File: config.mk
export PLATFORM = sky130hd
export DESIGN_NAME = serial_adder
export DESIGN_NICKNAME = d
export VERILOG_FILES = /design/src/rtl/serial_adder.sv
export SDC_FILE = /design/constraint.sdc
export NUM_CORES = 1
export LEC_CHECK = 0
export CAP_MARGIN = 20
export CELL_PAD_IN_SITES_DETAIL_PLACEMENT = 0
export CELL_PAD_IN_SITES_GLOBAL_PLACEMENT = 1
export CORE_ASPECT_RATIO = 1.25
export CORE_UTILIZATION = 39
export DETAILED_ROUTE_END_ITERATION = 8
export GPL_ROUTABILITY_DRIVEN = 0
export PLACE_DENSITY = 0.77
export SETUP_SLACK_MARGIN = 0.5
export SLEW_MARGIN = 20
export SYNTH_ARGS = -nofsm -noshare
export SYNTH_HDL_FRONTEND = slang
export SYNTH_SLANG_ARGS = --single-unit
export TNS_END_PERCENT = 50
File: constraint.sdc
create_clock -name clk -period 1.7 [get_ports clk]
set_input_delay 0.17 -clock clk [delete_from_list [all_inputs] [get_ports clk]]
set_output_delay 0.17 -clock clk [all_outputs]
set_load 0.1 [all_outputs]
File: src/rtl/serial_adder.sv
// rtl/serial_adder.sv - bit-serial adder, one result bit per clock, LSB first
module serial_adder #(
    parameter int WIDTH = 8
) (
    input  logic             clk,
    input  logic             rst,
    input  logic             start,
    input  logic [WIDTH-1:0] a,
    input  logic [WIDTH-1:0] b,
    output logic             busy,
    output logic             done,
    output logic [WIDTH-1:0] sum,
    output logic             cout
);

    localparam int CW = $clog2(WIDTH + 1);

    localparam logic [1:0] IDLE = 2'd0;
    localparam logic [1:0] RUN  = 2'd1;
    localparam logic [1:0] DONE = 2'd2;

    // Counter value on the final RUN edge; the WIDTH-th edge moves to DONE.
    localparam logic [CW-1:0] LAST_BIT = CW'(WIDTH - 1);

    logic [1:0]       state;
    logic [WIDTH-1:0] a_sr;
    logic [WIDTH-1:0] b_sr;
    logic             carry;
    logic [CW-1:0]    bit_cnt;
    logic             sum_bit;
    logic             carry_next;

    // Full adder over the current operand LSBs and the stored carry.
    always_comb begin
        sum_bit    = a_sr[0] ^ b_sr[0] ^ carry;
        carry_next = (a_sr[0] & b_sr[0]) | (carry & (a_sr[0] ^ b_sr[0]));
    end

    // FSM plus datapath: load on an accepted start, shift one bit per RUN edge.
    always_ff @(posedge clk or posedge rst) begin
        if (rst) begin
            state   <= IDLE;
            a_sr    <= '0;
            b_sr    <= '0;
            carry   <= 1'b0;
            bit_cnt <= '0;
            sum     <= '0;
            cout    <= 1'b0;
        end else begin
            case (state)
                IDLE, DONE: begin
                    if (start) begin
                        state   <= RUN;
                        a_sr    <= a;
                        b_sr    <= b;
                        carry   <= 1'b0;
                        bit_cnt <= '0;
                        sum     <= '0;
                        cout    <= 1'b0;
                    end else begin
                        // sum/cout are left untouched so the result stays readable.
                        state <= IDLE;
                    end
                end
                RUN: begin
                    // start is deliberately not looked at here.
                    sum     <= {sum_bit, sum[WIDTH-1:1]};
                    a_sr    <= {1'b0, a_sr[WIDTH-1:1]};
                    b_sr    <= {1'b0, b_sr[WIDTH-1:1]};
                    carry   <= carry_next;
                    bit_cnt <= bit_cnt + CW'(1);
                    if (bit_cnt == LAST_BIT) begin
                        state <= DONE;
                        cout  <= carry_next;
                    end
                end
                default: begin
                    state <= IDLE;
                end
            endcase
        end
    end

    // Status flags decode straight from state so reset clears them at once.
    assign busy = (state == RUN);
    assign done = (state == DONE);

endmodule

==> flow_summary.toml, run 1 <==
[clock_network]
cts_num_sinks = 32
clkTransAtPathRegs_ps = 70
cts_tree = "built"
holdBufCountCts = 0
cts_buffer_depth = 2
cts_buffers = 5
clk_latency_ps = 280
cts_root_buf = "clkbuf_8"
h-tree-depth = 2

[global_routing]
antenna_found_initial = 0
grt_pass1_vias = 1031
grtUsageTotal_pct = 17.7
gr-total-overflow = 0
grt_max_degree = 33
grt_first_pass_wirelength_um = 4550

[die]
die_w_um = 55.2
rows = 23
io_pins = 30
die_area_um2 = 3780
core_um2 = 3280
start_util_pct = 42.0
die_h_um = 68.5

[synthesis]
synthArstFlopShare_pct = 100
ys_seq_elements = 32
synthesis.nets = 124
syn_avg_cell_area_um2 = 13.4
synth_common_cells = "dfrtp_1, a22o_1, a21o_1"
synth_top_area_share_pct = 58.1
yosysSeqAreaShare_pct = 58.1
synthFlopType = "dfrtp_1"
yosysWarnings = 0
synth-edff-count = 0
synth_area_leaders = "dfrtp_1, a22o_1, a21o_1"
synth.distinct_cells = 20
synth_area_um2 = 1380
yosysMostFrequentCell = "dfrtp_1"
yosys.area.top_type = "dfrtp_1"
synth_cells = 103

[placement]
numPortBuffers = 29
dp_slack_ps = 74.2
hpwl_um = 1680
dpl_cell_area_um2 = 1760

[sta]
relSlewSlack_pct = 72.2
rsz0062_at_grt = "yes"
worst_pin_slew_ps = 417
max_freq_mhz = 745
slew_viol_final = 0
finClkSkew_ps = 8.18
setup_viol = 0
hold_ws_ps = 294
fin_crit_sh_pct = 78.9
setup_tns_ps = 0
hold_viol_final = 0
fin_ws_ps = 358
fin_crit_ps = 1340

[final_layout]
nFillCells = 257
multiInputGateArea_um2 = 538
syn2layout_area_growth_pct = 56.6
antennaDiodeCount = 0
postLayoutCellArea_um2 = 2160
final-seq-area_um2 = 810
drive_gt1_share_pct = 35.3
finalNetCount = 176
fin_util_pct = 65.8

[run_status]
status = "completed"

[worst_hold_path]
hold_path.class = "input pin to async pin"

[detailed_routing]
drc = 0
routed_wl_um = 3080
drt-initial-drc-count = 15
drt_first_pass_iters = 4
routed-wl-met2_um = 1600
ant_nets = 0
vias = 1039
viasPerCell = 5.38
highest_layer = "met4"
routedWlPerCell_um = 15.9
met1_length_um = 1300
wl_met3_um = 141

[critical_path]
worst_setup_path_end_kind = "flop"
crit_arrival_ps = 1520
path_class = "flop to flop"
worst-path-max-fanout = 7
critPathLaunchType = "flop"
cp_data_required_time_ps = 1870

[power]
p_leak_nw = 1.07
pwr_density_cell_nw_per_um2 = 2270
vdd_drop_max_mv = 1.85

[flow_run]
maxCapViolations = 0
## final timing paths
kind,start,to,cells past startpoint,slack [ps]
max,state[0]$_DFFE_PP0P_,b_sr[5]$_DFFE_PP0P_,5,360
min,rst,sum[0]$_DFFE_PP0P_,3,290
max reg2reg,state[0]$_DFFE_PP0P_,b_sr[5]$_DFFE_PP0P_,5,360
min reg2reg,b_sr[1]$_DFFE_PP0P_,b_sr[1]$_DFFE_PP0P_,1,480
max in group asynchronous,rst,state[0]$_DFFE_PP0P_,3,1090
min in group clk,b_sr[1]$_DFFE_PP0P_,b_sr[1]$_DFFE_PP0P_,1,480
## metal layers
layer  up-vias  track usage (%)
met4         0             7.50
met1       523             20.3
li1        483                -
met3         4             4.67
met2        29             30.4
met5         -                0
## sequential cells by signal, indices dropped and copies added (netlist names)
name,count
sum,8
b_sr,8
a_sr,8
cout,1
carry,1
bit_cnt,4
state,2
## worst max-delay path, cell delays in order, from the launching register on
cell and delay [ps]:
dfrtp_2 420, nor2b_4 150, buf_12 130, buf_4 150
a22o_1 230, a21o_1 150
## area by class of cell
type	count	share of cell area [%]
multi-input combinational	63	24.9
clock buffer	5	3.19
inverter	2	0.348
timing repair buffer	51	29.9
tap	37	2.15
clock inverter	3	1.97
sequential	32	37.5
## per-stage QoR
step / instances / power [W]
5_1_grt: 193 / 0.00514
6_report: 193 / 0.00489
4_1_cts: 191 / 0.00483
2_1_floorplan: 103 / 0.00303
3_3_place_gp: 165 / 0.00347
3_5_place_dp: 165 / 0.00352
## what timing repair did
action | CTS | global route
pin swaps | 12 | 3
setup endpoints to repair | 32 | 32
cloned | 2 | 2
gates resized for setup | 14 | 2
setup buffers | 16 | 0
## cells in the final DEF, fill, tap and decap left out, drive strengths merged
| master | synthesis | layout |
|---|---|---|
| clkbuf | 0 | 6 |
| clkinvlp | 0 | 1 |
| inv | 2 | 2 |
| a21o | 14 | 14 |
| mux2i | 3 | 3 |
| clkdlybuf4s50 | 0 | 18 |
| bufinv | 0 | 1 |
| clkinv | 0 | 1 |
| nand4 | 1 | 1 |
| ha | 1 | 1 |
| o21ai | 1 | 1 |
| buf | 8 | 32 |
| fa | 1 | 1 |
| nor2b | 4 | 4 |
| nor3b | 1 | 1 |
| dfrtp | 32 | 32 |
| nand2 | 4 | 4 |
| nor2 | 2 | 4 |
| a22o | 27 | 27 |
| xnor2 | 1 | 1 |
| nand2b | 1 | 1 |
## cell families (layout without fill, tap and decap cells)
| logic type | after synthesis | count (layout) | share of synthesized area, % |
|---|---|---|---|
| AO/OA/AOI/OAI | 42 | 42 | 25.2 |
| XOR/XNOR | 1 | 1 | 0.636 |
| adder cells (fa/ha/maj) | 2 | 2 | 2.36 |
| buffers and inverters | 10 | 61 | 5.54 |
| flip-flops | 32 | 32 | 58.1 |
| multiplexers | 3 | 3 | 2.18 |
| AND/OR/NAND/NOR | 13 | 15 | 5.99 |
## report_power, final
part	switching, W	internal, W
clock	0.000291	0.000433
combinational	0.00144	0.00138
sequential	0.000250	0.00110
total	0.00198	0.00291
No activity file was read; power rests on OpenSTA's default activity.
==> inputs of run 2 (changes only) <==
==> constraint.sdc (replaced) <==
create_clock -name clk -period 1.3 [get_ports clk]
set_input_delay 0.13 -clock clk [delete_from_list [all_inputs] [get_ports clk]]
set_output_delay 0.13 -clock clk [all_outputs]
set_load 0.1 [all_outputs]
==> run 2 against run 1 <==
Net effect:
- the flow now finishes with violations (negative setup slack)
- wire length is 12% lower
- hold slack worse by 110 ps
- core utilization is 2.7 points lower
- setup slack worse by 370 ps
- die area stayed put
- sequential power is 33% higher
- count of clock-buffer cells in the layout is 2 higher
- register-to-register slack worse by 350 ps
- non-clock buffer count is 11 lower
==> flow_summary.toml, run 2 (synthesis results as in run 1) <==
[final_layout]
antennaDiodeCount = 0
mostFrequentLayoutCell = "a22o_1"
top_regs = "a_sr (8), b_sr (8), sum (8)"
mostFrequentLayoutCells = "a22o_1, dfrtp_1, clkdlybuf4s50_1"
drive_gt1_share_pct = 31.3
syn2layout_area_growth_pct = 50.0
finalNetCount = 164
nFillCells = 275
fin_util_pct = 63.0

[run_status]
status = "finished with violations"
violations = "negative setup slack"

[detailed_routing]
vias = 964
viasPerCell = 5.33
routed_wl_um = 2700
routedWlPerCell_um = 14.9
drc = 0
drt_first_pass_iters = 4
drt-initial-drc-count = 5
ant_nets = 0

[clock_network]
h-tree-depth = 2
cts_root_buf = "clkbuf_8"
cts_tree = "built"
clkTransAtPathRegs_ps = 70
cts_buffers = 5
cts_num_sinks = 32
clk_latency_ps = 280
holdBufCountCts = 0
cts_buffer_depth = 2

[flow_run]
maxCapViolations = 0

[sta]
fin_ws_ps = -12.4
rsz0062_at_grt = "yes"
setup_viol = 1
worst_pin_slew_ps = 494
relSlewSlack_pct = 67.0
fin_crit_ps = 1310
hold_viol_final = 0
finClkSkew_ps = 7.46
setup_tns_ps = -12.4
max_freq_mhz = 762
slew_viol_final = 0
fin_crit_sh_pct = 101

[critical_path]
crit_arrival_ps = 1180
path_class = "flop to primary output"
worst-path-max-fanout = 4
critPathLaunchType = "flop"
worst_setup_path_end_kind = "primary output"
cp_data_required_time_ps = 1170

[placement]
hpwl_um = 1810
numPortBuffers = 29

[global_routing]
grt_first_pass_wirelength_um = 4550
grt_pass1_vias = 1023
grtUsageTotal_pct = 17.4
antenna_found_initial = 0
gr-total-overflow = 0
grt_max_degree = 33

[worst_hold_path]
hold_path.class = "input pin to async pin"

[die]
die_h_um = 68.5
rows = 23
start_util_pct = 42.0
io_pins = 30
die_area_um2 = 3780
die_w_um = 55.2
core_um2 = 3280

[power]
pwr_density_cell_nw_per_um2 = 2950
vdd_drop_max_mv = 2.11
p_leak_nw = 1.00
[run 2: changes by cell type in the layout (fill, tap and decap cells not counted), moves of 2 or more]
cell	delta
buf_12	+4
clkbuf_8	+2
buf_4	-7
buf_8	-2
buf_6	-4
[run 2: worst max-delay path, cell delays in order (launching register included)]
cell,delay (ps)
dfrtp_1,400
nor2b_4,200
buf_12,140
buf_12,160
[run 2: repair_timing]
| action | in CTS | in global routing |
|---|---|---|
| gates cloned | 2 | 0 |
| pin swaps | 4 | 11 |
| gates resized for setup | 6 | 4 |
| buffers inserted | 3 | 0 |
| setup endpoints to repair | 43 | 43 |
[run 2: per-stage QoR]
stage / worst slack (ps) / instance area (um^2) / std cells / total power, W / hold slack, ps
after floorplan: 65.5 / 1410 / 103 / 0.00395 / 246
after CTS: -20.4 / 2050 / 181 / 0.00613 / 185
after global placement: -246 / 1870 / 168 / 0.00478 / 460
after detailed placement: -282 / 1870 / 168 / 0.00488 / 467
final: -12.4 / 2070 / 181 / 0.00611 / 183
after global routing: -72.2 / 2070 / 181 / 0.00644 / 207
[run 2: final timing paths]
path	depth (start not counted)	slack [ps]	from	endpoint
max	3	-10	state[1]$_DFFE_PP0P_	busy
min reg2reg	1	480	a_sr[1]$_DFFE_PP0P_	a_sr[1]$_DFFE_PP0P_
max reg2reg	5	10	state[0]$_DFFE_PP0P_	b_sr[2]$_DFFE_PP0P_
max in group asynchronous	3	930	rst	cout$_DFFE_PP0P_
min in group clk	2	460	a[7]	a_sr[7]$_DFFE_PP0P_
min	3	180	rst	b_sr[0]$_DFFE_PP0P_
[run 2: power by group]
part	switching (W)	internal, W
logic	0.00175	0.00155
registers	0.000350	0.00144
clock network	0.000342	0.000676
total	0.00244	0.00367
[run 2: metal layers]
| metal | up-vias | GRT usage (%) | wire length (um) |
|---|---|---|---|
| li1 | 456 | - | - |
| met1 | 476 | 21.0 | 1190 |
| met2 | 27 | 28.9 | 1370 |
| met3 | 5 | 4.67 | 110 |
| met4 | 0 | 6.88 | 29 |
| met5 | - | 0 | 0 |
[run 2: cell type report]
cell class	count	area [um^2]	share of cell area [%]
clock buffers	7	96.3	4.66
inverters	2	7.51	0.363
clock inverters	1	30.0	1.45
multi-input cells	62	532	25.7
flip-flops and latches	32	811	39.2
well taps	37	46.3	2.24
repair buffers	40	544	26.3
